**config.mk**
```make
export PLATFORM = sky130hd
export DESIGN_NAME = mod_counter
export DESIGN_NICKNAME = d
export VERILOG_FILES = /design/src/rtl/mod_counter.sv
export SDC_FILE = /design/constraint.sdc
export NUM_CORES = 1
export LEC_CHECK = 0
export BUFFER_PORTS_ARGS = -buffer_cell sky130_fd_sc_hd__buf_2
export CAP_MARGIN = 20
export CORE_UTILIZATION = 25
export DETAILED_ROUTE_END_ITERATION = 6
export SLEW_MARGIN = 0
export SYNTH_ARGS = -nofsm -noshare
export SYNTH_HDL_FRONTEND = slang
export SYNTH_SLANG_ARGS = --single-unit
```
**constraint.sdc**
```tcl
create_clock -name clk -period 2.1 [get_ports clk]
set_input_delay 0.315 -clock clk [delete_from_list [all_inputs] [get_ports clk]]
set_output_delay 0.315 -clock clk [all_outputs]
set_load 0.005 [all_outputs]
```
**src/rtl/mod_counter.sv**
```systemverilog
// Synchronous modulo-MODULUS up/down counter with parallel load, synchronous clear,
// terminal-count and wrap outputs for synchronous cascading, and a sticky load-range error flag.
module mod_counter #(
  parameter int WIDTH   = 4,
  parameter int MODULUS = 16
) (
  input  logic             clk,
  input  logic             clear_n,
  input  logic             en,
  input  logic             up_dn,
  input  logic             load,
  input  logic [WIDTH-1:0] load_val,
  input  logic             sync_clr,
  output logic [WIDTH-1:0] count,
  output logic             tc,
  output logic             wrap,
  output logic             load_err
);

  generate
    if (MODULUS < 2 || longint'(MODULUS) > (64'd1 << WIDTH)) begin : g_bad_modulus
      $error("mod_counter: MODULUS must satisfy 2 <= MODULUS <= 2**WIDTH");
    end
  endgenerate

  // MAX_VAL always fits in WIDTH bits; the range test uses one extra bit so MODULUS==2**WIDTH works.
  localparam logic [WIDTH-1:0] MAX_VAL = WIDTH'(MODULUS - 1);
  localparam logic [WIDTH:0]   MOD_EXT = (WIDTH + 1)'(MODULUS);

  logic [WIDTH-1:0] count_reg, count_next;
  logic             wrap_reg, wrap_next;
  logic             load_err_reg, load_err_next;
  logic             at_max, at_zero, load_oor;

  assign at_max   = (count_reg == MAX_VAL);
  assign at_zero  = (count_reg == '0);
  assign load_oor = ({1'b0, load_val} >= MOD_EXT);

  always_comb begin
    count_next    = count_reg;
    wrap_next     = 1'b0;
    load_err_next = load_err_reg;
    if (sync_clr) begin
      count_next = '0;
    end else if (load) begin
      if (load_oor) begin
        count_next    = MAX_VAL;
        load_err_next = 1'b1;
      end else begin
        count_next = load_val;
      end
    end else if (en) begin
      if (up_dn) begin
        if (at_max) begin
          count_next = '0;
          wrap_next  = 1'b1;
        end else begin
          count_next = count_reg + WIDTH'(1);
        end
      end else begin
        if (at_zero) begin
          count_next = MAX_VAL;
          wrap_next  = 1'b1;
        end else begin
          count_next = count_reg - WIDTH'(1);
        end
      end
    end
  end

  always_ff @(posedge clk or negedge clear_n) begin
    if (!clear_n) begin
      count_reg    <= '0;
      wrap_reg     <= 1'b0;
      load_err_reg <= 1'b0;
    end else begin
      count_reg    <= count_next;
      wrap_reg     <= wrap_next;
      load_err_reg <= load_err_next;
    end
  end

  // tc depends on the live direction so a cascade enable (en & tc) follows direction flips at once.
  assign tc       = up_dn ? at_max : at_zero;
  assign count    = count_reg;
  assign wrap     = wrap_reg;
  assign load_err = load_err_reg;

endmodule

```
Word-level counts from Yosys, hierarchy flattened
Cells that the tools add are included.
{"block": "classes", "n_eq_ne": 1, "muxes": 13, "addsub": 2, "reduce_logical": 2}
{"operator": "$mux W4", "count": 6}
{"operator": "$mux W1", "count": 7}
{"operator": "$add A4 B1 Y4 const B", "count": 1}
{"operator": "$eq A4 B4 Y1 const B", "count": 1}
{"operator": "$logic_not A4 Y1", "count": 1}
{"operator": "$sub A4 B1 Y4 const B", "count": 1}
{"operator": "$reduce_bool A3 Y1", "count": 1}
{"block": "totals", "output_inout_bits": 7, "wordCells": 20, "register_bits": 5, "inputBits": 10}

Longest topological paths before layout
{"block": "depth", "depth_word": 6, "depth_mapped": 6, "depth_no_buf": 6}

Least setup slack after synthesis
OpenSTA, ideal clock, no wires.
{"block": "synth_path", "kind": "register -> register", "startpoint": "reg count_reg[0] (netlist: count[0])", "endpoint": "reg count_reg[0] (netlist: count[0])", "n_path_buf": 0, "stages_incl_launch_ff": 7, "t_arrival_ns": 1.531, "t_required_ns": 2.029, "path_slack_ns": 0.497, "period_less_slack_ns": 1.603, "setup_time_ns": 0.071, "path_cell_list": "dfrtp_1 -> inv_1 -> ha_1 -> or4b_4 -> a311oi_1 -> a21oi_1 -> nor2_1"}
{"block": "synth_between", "elab_chain_len": 6, "elab_cells_between_ends": 10, "cone_classes": "2 x add/sub; 1 x eq/ne; 6 x mux; 1 x reduce/logical"}
{"element": "start, declared", "line_no": "30", "text": "logic [WIDTH-1:0] count_reg, count_next;"}
{"element": "start signal, assigned", "line_no": "77", "text": "count_reg <= count_next;"}
{"element": "$sub A4 B1 Y4 (tied with other cells)", "line_no": "65", "text": "count_next = count_reg - WIDTH'(1);"}
{"element": "$mux W4 (on tied branches)", "line_no": "61, 54"}
{"element": "$mux W4 *", "line_no": "53", "text": "if (up_dn) begin"}
{"element": "$mux W4 *", "line_no": "52", "text": "end else if (en) begin"}
{"element": "$mux W4 *", "line_no": "45", "text": "end else if (load) begin"}
{"element": "$mux W4 *", "line_no": "43", "text": "if (sync_clr) begin"}
Mark *: on every way between the ends. The rest lies on a longest branch, timed or not. The select of a mux whose other input is x is not followed.
A chain may end at the register's enable or synchronous reset.

Final worst setup path
{"block": "layout_path", "startpoint": "reg count_reg[0] (netlist: count[0])", "endpoint": "out tc"}
{"block": "layout_between", "elab_chain_len": 2, "elab_cells_between_ends": 3, "cone_classes": "1 x eq/ne; 1 x mux; 1 x reduce/logical"}
{"element": "$eq A4 B4 Y1 or $logic_not A4 Y1 (tied branches)", "line_no": "35, 36"}
{"element": "$mux W1 *", "line_no": "84", "text": "assign tc = up_dn ? at_max : at_zero;"}
{"element": "end, declared", "line_no": "15", "text": "output logic tc,"}
Mark *: on every way between the ends. The rest lies on a longest branch, timed or not.

==> impl_results.rst <==
.. list-table::
   :header-rows: 1

   * - Metric
     - Value
   * - Number of standard cells after synthesis
     - 49
   * - Post-synth net total
     - 61
   * - Number of post-CTS setup repair buffers
     - 0
   * - Clock skew
     - between 1 and 1.5 ps
   * - Hold-critical path depth
     - 2
   * - Pin count of the biggest net entering global routing
     - 11
   * - Largest stage delay, worst path
     - 490 ps
   * - Chain of cells forming the critical path
     - inv_1 > ha_1 > or4b_4 > nand2_1 > buf_2
   * - Post-detailed-route via-to-cell ratio
     - 5.073
   * - Avg Cell Area, Syn
     - 8.580 um^2
   * - Initial standard-cell utilization of the core
     - 27.27%
   * - WL final
     - roughly 980 um
   * - Peak VDD IR
     - between 0.2 and 0.25 mV
   * - Source of the worst register-to-register timing path
     - count[0]
   * - Max Root-Sink Buffers
     - 2
   * - Unrepaired setup endpoints after global routing
     - false
   * - Run status
     - finished clean
   * - Gr ovfl total
     - 0
   * - DRC viols
     - 0
   * - Final cell count without fillers
     - 82
   * - # setup viols final
     - 0
   * - Share of power burned in combinational logic
     - 25.9%
   * - Worst-Skew Late Latency
     - 240 ps
   * - Number of fill cells in the layout
     - 170
   * - Sequential cell fraction of total power
     - between 30% and 40%
   * - Worst Hold Class
     - input pin to flip-flop
   * - Pins Over Slew Limit
     - 0
   * - Worst-case hold path end point
     - count[1]
   * - Highest clock frequency the design can meet
     - 0.5107 GHz
   * - Placeable Area
     - 1541 um^2
   * - Arrival time of the worst setup path
     - about 1600 ps
   * - Number of cells after detailed placement
     - 77
   * - Max reg flops
     - 4
   * - Ratio of cells with drive above 1 in the final layout
     - between 30% and 40%
   * - Cell area after synthesis
     - 420.4 um^2
   * - Fraction of registers with async set/reset
     - 100.0%
   * - CTS H-tree lvls
     - 1
   * - Half-perimeter wire length after detailed placement
     - 755 um
   * - Internal power summed over all cells
     - 0.2161 mW
   * - Via count of the first global-routing pass
     - 363
   * - Post-synthesis cell type count
     - 27
   * - Switching power
     - 0.09144 mW
   * - Initial antenna violation count
     - 0
   * - Critical path type
     - flip-flop to primary output
   * - Summed area of non-filler cells in the final layout
     - 531.8 um^2
   * - Number of storage elements in the synthesis netlist
     - 5
   * - Detailed Routing Iterations Pass 1
     - 4
   * - Most used DFF post-synth
     - sky130_fd_sc_hd__dfrtp_1
   * - Number of primary I/O pins
     - 17
   * - Lkg Pwr
     - 0.2697 nW
   * - Sort of element at the start of the critical path
     - flip-flop
   * - Number of flops mapped to enable cells by yosys
     - 0
   * - Setup TNS after final layout
     - 0 ps
   * - Antenna diode count
     - 0
   * - Maximum net fanout on the critical path
     - 9
   * - Clock transition at the registers of the reported paths
     - 40 ps
   * - Max-cap violation count
     - 0
   * - Setup slack of the most critical reg-to-reg path
     - ~300 ps
   * - End of the worst register-to-register path
     - count[0]
   * - Drt first-iter violations
     - 12
   * - PD cells
     - 578.3 nW/um^2
   * - Remaining antenna violation count after routing
     - 0
   * - Part of the Yosys area used for sequential elements
     - around 30%
   * - Type of destination of the critical path
     - primary output
   * - Detailed-route via count
     - roughly 420
   * - Number of port buffers
     - 15
   * - Row Count
     - 14
   * - Startpoint of the lowest-slack hold path
     - sync_clr
   * - Data required time of the worst path
     - 1780 ps
   * - Clock tree from TritonCTS
     - yes
   * - Floorplan die area
     - 1849 um^2
   * - Nets
     - 79
   * - First-pass GRT wire length
     - 1669 um
   * - Switching Share
     - approximately 30%
   * - Clock period minus final worst setup slack
     - 1958 ps
   * - Relative area change from synthesis to final layout
     - 26.49%
   * - Instance area at placement
     - between 400 and 500 um^2
   * - Proportion of power drawn by the clock network
     - 35.9%
   * - Final clock period utilization by the worst path
     - 93.25%
   * - Hold_ws
     - between 300 and 400 ps
   * - Number of sinks driven by the clock tree
     - 5
   * - Final Hold Viols
     - 0
   * - Horizontal die dimension
     - about 43 um
   * - Die Y-Extent
     - 43.01 um
   * - All-Layer GR Usage
     - 12.42%
   * - Synth Warn #
     - 0
   * - Number of buffers added by the clock tree synthesis step
     - 3
   * - Slowest CP cell
     - sky130_fd_sc_hd__or4b_4
   * - Average detailed-routed wire length per instance
     - between 10 and 15 um
   * - Worst Reg2Reg Path Length in Cells
     - 6
   * - Final estimated routing congestion in global placement
     - 0.7405
   * - Library cell used as clock root buffer
     - sky130_fd_sc_hd__clkbuf_4
-- metal layers --
metal | share of wire (%) | GRT usage [%]
met1 | 47 | 15.93
met2 | 50 | 19.09
met3 | 2.3 | 2.553
met4 | 1.0 | 7.273
met5 | 0 | 0
-- cells in the mapped netlist, types with 2 or more instances --
| cell | number | share of area (%) |
|---|---|---|
| sky130_fd_sc_hd__inv_1 | 7 | 6.3 |
| sky130_fd_sc_hd__a21oi_1 | 5 | 6.0 |
| sky130_fd_sc_hd__mux2i_1 | 2 | 4.8 |
| sky130_fd_sc_hd__nor2_1 | 3 | 2.7 |
| sky130_fd_sc_hd__xnor2_1 | 2 | 4.2 |
| sky130_fd_sc_hd__buf_4 | 2 | 3.6 |
| sky130_fd_sc_hd__ha_1 | 2 | 6.0 |
| sky130_fd_sc_hd__nand2_1 | 3 | 2.7 |
| sky130_fd_sc_hd__dfrtp_1 | 5 | 30 |
-- cell type report --
cell class              instances  area [um^2]  share of cell area [%]
repair buffers                 16        85.08                   16.00
flip-flops and latches          5        125.1                   23.53
well taps                      16        20.02                   3.765
inverters                       7        26.28                   4.941
multi-input cells              34        249.0                   46.82
clock buffers                   4        26.28                   4.941
-- power groups by stage --
| stage | registers (mW) | logic, mW | clock network [mW] |
|---|---|---|---|
| 6_report | 0.117 | 0.0797 | 0.110 |
| 5_1_grt | 0.119 | 0.0908 | 0.122 |
| 4_1_cts | 0.117 | 0.0801 | 0.115 |
| 3_5_place_dp | 0.118 | 0.0779 | 0 |
| 3_3_place_gp | 0.118 | 0.0776 | 0 |
| 2_1_floorplan | 0.116 | 0.0522 | 0 |
-- how the worst max path moves through the flow --
stage,cells after the start,endpoint,slack (ps),start
global route,5,tc,30,count[0]
CTS,5,tc,130,count[0]
global placement,6,count[0],300,count[0]
detailed placement,6,count[0],330,count[0]
finish,5,tc,140,count[0]
floorplan,6,count[0],500,count[0]
-- critical path, delay by kind of cell (launching register included) --
family        cells  cell delay [ps]
flops             1              460
fa+ha+maj         1              180
simple gates      2              560
buf+inv           2              190
-- logic make-up (layout without fill, tap and decap cells) --
| logic type | Yosys count | after routing | share of synthesized area (%) |
|---|---|---|---|
| AO/OA/AOI/OAI | 14 | 14 | 25.00 |
| AND/OR/NAND/NOR | 13 | 13 | 18.45 |
| buffers and inverters | 10 | 27 | 11.01 |
| flip-flops | 5 | 5 | 29.76 |
| adder cells (fa/ha/maj) | 2 | 2 | 5.951 |
| XOR/XNOR | 2 | 2 | 4.167 |
| multiplexers | 2 | 2 | 4.762 |
| other | 1 | 1 | 0.8920 |
-- layout by cell type (no fill, tap or decap), types with 2 or more instances in the layout --
cell	count
sky130_fd_sc_hd__buf_2	15
sky130_fd_sc_hd__xnor2_1	2
sky130_fd_sc_hd__inv_1	7
sky130_fd_sc_hd__a21oi_1	5
sky130_fd_sc_hd__nand2_1	3
sky130_fd_sc_hd__clkbuf_4	3
sky130_fd_sc_hd__nor2_1	3
sky130_fd_sc_hd__mux2i_1	2
sky130_fd_sc_hd__dfrtp_1	5
sky130_fd_sc_hd__ha_1	2
-- timing repair --
item	CTS	global route
hold endpoints to repair	5	0
hold buffers	1	0
resized for setup	0	0
-- metrics by stage --
| step | worst slack [ps] | utilization, % | total power [mW] |
|---|---|---|---|
| after floorplan | 497.4 | - | 0.1682 |
| after global placement | 302.2 | 32.14 | 0.1961 |
| after detailed placement | 326.1 | 32.14 | 0.1963 |
| after CTS | 133.5 | 34.50 | 0.3122 |
| after global routing | 31.71 | 34.50 | 0.3322 |
| final | 141.9 | 34.50 | 0.3075 |
Power figures use the tool's default switching activity.
